## config.mk

```make
export PLATFORM = sky130hd
export DESIGN_NAME = neuron_layer_sched
export DESIGN_NICKNAME = d
export VERILOG_FILES = /design/src/rtl/neuron_pkg.sv /design/src/rtl/neuron_wmem.sv /design/src/rtl/neuron_layer_sched.sv
export SDC_FILE = /design/constraint.sdc
export NUM_CORES = 2
export LEC_CHECK = 0
export CAP_MARGIN = 25
export CORE_AREA = 2 2 288 290
export CTS_BUF_LIST = sky130_fd_sc_hd__clkbuf_16
export CTS_CLUSTER_DIAMETER = 30
export DETAILED_ROUTE_END_ITERATION = 16
export DIE_AREA = 0 0 290 292
export DONT_BUFFER_PORTS = 1
export PLACE_DENSITY = 0.84
export REMOVE_ABC_BUFFERS = 1
export SLEW_MARGIN = 20
export SYNTH_ARGS = -nofsm -noshare
export SYNTH_HDL_FRONTEND = slang
export SYNTH_SLANG_ARGS = --single-unit
```

## constraint.sdc

```tcl
create_clock -name clk -period 40.3 [get_ports clk]
set_clock_uncertainty 0.1 [all_clocks]
set_input_delay 2.015 -clock clk [delete_from_list [all_inputs] [get_ports clk]]
set_output_delay 2.015 -clock clk [all_outputs]
set_load 0.05 [all_outputs]
```

## src/rtl/neuron_pkg.sv

```systemverilog
// Shared types and constants for time-multiplexed neuron layer controllers.
// Coefficient field layout per neuron: three weights followed by three biases.
package neuron_pkg;

    typedef enum logic [1:0] {
        IDLE,
        RUN,
        DONE
    } state_t;

    localparam int F_W1     = 0;
    localparam int F_W2     = 1;
    localparam int F_W3     = 2;
    localparam int F_B1     = 3;
    localparam int F_B2     = 4;
    localparam int F_B3     = 5;
    localparam int N_FIELDS = 6;

    // Flat config address of one coefficient of one neuron.
    function automatic int cfg_index(input int neuron, input int field);
        return neuron * N_FIELDS + field;
    endfunction

endpackage

```

## src/rtl/neuron_wmem.sv

```systemverilog
// Per-neuron weight/bias register file: flat write port, six-word read of one neuron.
// Out-of-range write addresses are ignored.
module neuron_wmem
    import neuron_pkg::*;
#(
    parameter int WIDTH    = 32,
    parameter int N_NEURON = 4,
    parameter int AW       = $clog2(N_FIELDS * N_NEURON),
    parameter int IW       = (N_NEURON > 1) ? $clog2(N_NEURON) : 1
) (
    input  logic                             clk,
    input  logic                             rst,
    input  logic                             we,
    input  logic [AW-1:0]                    addr,
    input  logic [WIDTH-1:0]                 wdata,
    input  logic [IW-1:0]                    rd_idx,
    output logic [N_FIELDS-1:0][WIDTH-1:0]   rd_words
);

    localparam int DEPTH = N_FIELDS * N_NEURON;

    logic [WIDTH-1:0] mem [DEPTH];
    logic             addr_ok;
    logic [AW-1:0]    rd_base;

    // The address field can encode more words than exist when DEPTH is not a power of two.
    assign addr_ok = ({1'b0, addr} < (AW + 1)'(DEPTH));

    // NOTE: every word is reset, not just control state -- a reset mid-run must leave
    // no stale coefficients behind, so this cannot be an uninitialised RAM.
    // NOTE: sequential state uses <= so all registers update from pre-edge values.
    always_ff @(posedge clk or posedge rst) begin
        if (rst) begin
            for (int i = 0; i < DEPTH; i++) begin
                mem[i] <= '0;
            end
        end else if (we && addr_ok) begin
            mem[addr] <= wdata;
        end
    end

    assign rd_base = AW'(rd_idx) * AW'(N_FIELDS);

    for (genvar f = 0; f < N_FIELDS; f++) begin : g_rd
        assign rd_words[f] = mem[rd_base + AW'(f)];
    end

endmodule

```

## src/rtl/neuron_layer_sched.sv

```systemverilog
// Layer scheduler: drives one shared combinational 3-input neuron once per cycle for
// each of N_NEURON logical neurons and collects the results into an output vector.
module neuron_layer_sched
    import neuron_pkg::*;
#(
    parameter int WIDTH    = 32,
    parameter int N_NEURON = 4,
    parameter int AW       = $clog2(N_FIELDS * N_NEURON)
) (
    input  logic                        clk,
    input  logic                        rst,
    input  logic                        in_valid,
    output logic                        in_ready,
    input  logic [WIDTH-1:0]            in_a1,
    input  logic [WIDTH-1:0]            in_a2,
    input  logic [WIDTH-1:0]            in_a3,
    input  logic                        cfg_we,
    input  logic [AW-1:0]               cfg_addr,
    input  logic [WIDTH-1:0]            cfg_wdata,
    output logic [WIDTH-1:0]            n_a1,
    output logic [WIDTH-1:0]            n_a2,
    output logic [WIDTH-1:0]            n_a3,
    output logic [WIDTH-1:0]            n_w1,
    output logic [WIDTH-1:0]            n_w2,
    output logic [WIDTH-1:0]            n_w3,
    output logic [WIDTH-1:0]            n_b1,
    output logic [WIDTH-1:0]            n_b2,
    output logic [WIDTH-1:0]            n_b3,
    input  logic [WIDTH-1:0]            n_y,
    output logic                        out_valid,
    input  logic                        out_ready,
    output logic [N_NEURON*WIDTH-1:0]   out_y,
    output logic                        busy
);

    localparam int IW = (N_NEURON > 1) ? $clog2(N_NEURON) : 1;

    state_t                          state;
    state_t                          state_nxt;
    logic [IW-1:0]                   idx;
    logic [2:0][WIDTH-1:0]           a_q;
    logic [N_FIELDS-1:0][WIDTH-1:0]  coef;
    logic                            accept;
    logic                            last;
    logic                            wmem_we;

    assign accept  = in_valid && in_ready;
    assign last    = (idx == IW'(N_NEURON - 1));
    // Coefficients may only change between runs so a vector never sees a mixed set.
    assign wmem_we = cfg_we && (state == IDLE);

    neuron_wmem #(
        .WIDTH    (WIDTH),
        .N_NEURON (N_NEURON),
        .AW       (AW),
        .IW       (IW)
    ) u_wmem (
        .clk      (clk),
        .rst      (rst),
        .we       (wmem_we),
        .addr     (cfg_addr),
        .wdata    (cfg_wdata),
        .rd_idx   (idx),
        .rd_words (coef)
    );

    always_ff @(posedge clk or posedge rst) begin
        if (rst) begin
            state <= IDLE;
        end else begin
            state <= state_nxt;
        end
    end

    always_comb begin
        // NOTE: default assignment first; any path that skipped state_nxt would infer a latch.
        state_nxt = state;
        unique case (state)
            IDLE:    if (accept)    state_nxt = RUN;
            RUN:     if (last)      state_nxt = DONE;
            DONE:    if (out_ready) state_nxt = IDLE;
            default:                state_nxt = IDLE;
        endcase
    end

    always_comb begin
        in_ready  = (state == IDLE) && !rst;
        out_valid = (state == DONE);
        busy      = (state != IDLE);
        n_a1      = '0;
        n_a2      = '0;
        n_a3      = '0;
        n_w1      = '0;
        n_w2      = '0;
        n_w3      = '0;
        n_b1      = '0;
        n_b2      = '0;
        n_b3      = '0;
        if (state == RUN) begin
            n_a1 = a_q[0];
            n_a2 = a_q[1];
            n_a3 = a_q[2];
            n_w1 = coef[F_W1];
            n_w2 = coef[F_W2];
            n_w3 = coef[F_W3];
            n_b1 = coef[F_B1];
            n_b2 = coef[F_B2];
            n_b3 = coef[F_B3];
        end
    end

    // Activation latch, neuron index and result buffer.
    always_ff @(posedge clk or posedge rst) begin
        if (rst) begin
            idx   <= '0;
            a_q   <= '0;
            out_y <= '0;
        end else begin
            unique case (state)
                IDLE: begin
                    if (accept) begin
                        a_q <= {in_a3, in_a2, in_a1};
                        idx <= '0;
                    end
                end
                RUN: begin
                    out_y[int'(idx)*WIDTH +: WIDTH] <= n_y;
                    if (!last) begin
                        idx <= idx + IW'(1);
                    end
                end
                default: ;
            endcase
        end
    end

endmodule

```

==> flow_metrics.tcl <==
set metrics [dict create \
    crit_arrival_ns 6.32 \
    synth_cell_types 50 \
    tns_ns 0 \
    period_minus_slack_ns 8.44 \
    fmax_ghz 0.119 \
    synth_seq_cells 996 \
    slew_headroom 0.259 \
    final_core_util 0.732 \
    clk_latency_ns 0.78 \
    synth_edf_count 0 \
    status "completed" \
    post_cts_resized 0 \
    startpoint_type "register" \
    yosysWarnings 0 \
    drv_cap 0 \
    rows 105 \
    antenna_cells 0 \
    core_mm2 0.0816 \
    crit_path_end_kind "primary output" \
    die_y_um 292 \
    drive_gt1_frac 0.499 \
    num_vias 36143 \
    finalCritPeriodShare 0.209 \
    numCtsBuffers 195 \
    required_ns 38.19 \
    drtPass1Iterations 8 \
    dieArea_mm2 0.0847 \
    drt_iter0_markers 4664 \
    maxSlewViolCount 0 \
    rsz0062_at_grt "false" \
    io_pins 589 \
    postRouteAntennaNets 0 \
    io_buffers 0 \
    tritoncts_num_sinks 996 \
    overflow 0 \
    yosysSeqAreaShare 0.475 \
    via_per_inst 7.76 \
    postCtsSetupRepairBufs 0 \
    grt_max_degree 168 \
    syn_area_per_cell_um2 15.0 \
    layout.nets 3598 \
    cts_tree "yes" \
    grtUsageTotal 0.415 \
    p_leak_nw 26.8 \
    synthFlopType "dfrtp_1" \
    clk_pin_slew_ns 0.05 \
    wirelength_um 175000 \
    antenna_found_initial 1 \
    clockBufferDepth 3 \
    tightest_slew_ns 1.11 \
    cts_hold_buf 0 \
    power_density_mw_per_mm2 98.0 \
    fp.dieW_um 290 \
    post_drt_wl_per_cell_um 37.6 \
    hpwlAfterDp_um 103000 \
    mostFrequentLayoutCells "dfrtp_1 (995), mux2_2 (892), mux4_2 (446), clkbuf_16 (196)" \
    drcViolationCount 0 \
    synth_area_mm2 0.0525 \
    syn_to_final_growth_pct 13.9 \
    layout_commonest_cell "dfrtp_1" \
    grt_pass1_vias 38067 \
    peakVddDrop_mv 0.0824 \
    critical_path.max_fanout 59 \
    hold_violations 0 \
    synthArstFlopShare 1.00 \
    setup_viol 0 \
    cts_max_level 4 \
    worst-setup-path-type "reg2out" \
    n_fill_cell 4654 \
    root_buffer "clkbuf_16" \
    gp_congestion 0.904 \
    hold_class "reg2reg" \
    grt_pass1_wl_um 257000 \
    synthCells 3505 \
    start_util 0.643 \
]
==> stage by stage <==
stage | power, mW | hold slack, ns | cells | cell area, um^2 | setup WS, ns
after floorplan | 3.86 | 0.349 | 3137 | 50700 | 9.85
after global placement | 4.05 | 0.364 | 4283 | 52900 | 32.84
after detailed placement | 4.15 | 0.375 | 4285 | 52900 | 32.73
after CTS | 5.80 | 0.384 | 4646 | 59500 | 31.87
after global routing | 6.01 | 0.398 | 4655 | 59800 | 31.62
final | 5.86 | 0.384 | 4655 | 59800 | 31.86
==> cells by family after synthesis <==
| group | synth area share |
|---|---|
| multiplexers | 0.391 |
| flip-flops | 0.475 |
| AND/OR/NAND/NOR | 0.0443 |
| buffers and inverters | 0.0346 |
| AO/OA/AOI/OAI | 0.0528 |
| adder cells (fa/ha/maj) | 0.00167 |
| XOR/XNOR | 0.000167 |
==> where the power goes <==
| part | internal (mW) | total, mW | switching [mW] |
|---|---|---|---|
| combinational | 0.915 | 2.41 | 1.50 |
| sequential | 1.32 | 1.82 | 0.494 |
| clock | 1.06 | 1.63 | 0.572 |
| total | 3.30 | 5.86 | 2.56 |
==> final timing paths <==
path	endpoint	depth (start not counted)	slack, ns	from
worst max-delay path	n_b3[17]	7	31.86	idx[0]
worst min-delay path	a_q[66]	1	0.38	a_q[66]
worst max register to register	out_y[49]	9	34.51	idx[0]
worst min register to register	a_q[66]	1	0.38	a_q[66]
max in group asynchronous	u_wmem.mem[726]	7	35.67	rst
min in group asynchronous	u_wmem.mem[526]	1	0.98	rst
==> cell usage after synthesis (2+ instances only) <==
| cell | count | area share |
|---|---|---|
| nor3_1 | 3 | 0.00029 |
| buf_6 | 15 | 0.0032 |
| mux2i_1 | 4 | 0.00076 |
| mux2_2 | 892 | 0.19 |
| and3_1 | 65 | 0.0077 |
| nand3b_1 | 3 | 0.00043 |
| nor4_2 | 3 | 0.00072 |
| a22oi_1 | 129 | 0.018 |
| ha_1 | 7 | 0.0017 |
| inv_1 | 4 | 0.00029 |
| nor2_1 | 65 | 0.0046 |
| and2_1 | 98 | 0.012 |
| dfrtp_1 | 996 | 0.48 |
| mux4_2 | 446 | 0.19 |
| a221o_1 | 63 | 0.012 |
| nor2b_1 | 7 | 0.00083 |
| nor4b_4 | 3 | 0.0014 |
| nand2_1 | 143 | 0.010 |
| nand2b_1 | 2 | 0.00024 |
| nor4b_2 | 4 | 0.0011 |
| nor4bb_1 | 3 | 0.00057 |
| nor4_4 | 2 | 0.00081 |
| buf_4 | 40 | 0.0057 |
| buf_1 | 19 | 0.0014 |
| buf_2 | 123 | 0.012 |
| nor3b_2 | 2 | 0.00048 |
| clkbuf_1 | 170 | 0.012 |
| nand3_1 | 5 | 0.00048 |
| and4bb_2 | 2 | 0.00048 |
| and4b_1 | 2 | 0.00038 |
| mux2_1 | 36 | 0.0077 |
| nor4b_1 | 2 | 0.00033 |
| o21ai_0 | 2 | 0.00019 |
| a22o_1 | 129 | 0.022 |
==> final cells by class <==
| class | count | area (um^2) | share of cell area |
|---|---|---|---|
| clock inverter | 165 | 1750 | 0.0292 |
| timing repair buffer | 87 | 843 | 0.0141 |
| multi-input combinational | 2136 | 26000 | 0.435 |
| clock buffer | 196 | 4900 | 0.0821 |
| sequential | 996 | 24900 | 0.417 |
| tap | 1070 | 1340 | 0.0224 |
| inverter | 5 | 26.3 | 0.000440 |
==> worst max-delay path, cell delays in order (launching register included) <==
cell and delay, ns:
dfrtp_4 0.99, buf_4 0.88, ha_4 0.69, buf_4 0.88
buf_4 0.74, mux4_2 0.39, and3_1 0.19, a221o_1 0.53
==> routing by layer <==
layer	up-vias	track usage	wire length, um
li1	13486	-	-
met1	18822	0.493	57700
met2	3066	0.642	83000
met3	767	0.142	20700
met4	2	0.287	13800
met5	-	0	11
==> sequential cells by signal, summed over array words and instances, names as in the netlist <==
signal      cells
state           2
a_q            96
idx             2
out_y         128
u_wmem.mem    768
No activity file was read; power rests on OpenSTA's default activity.
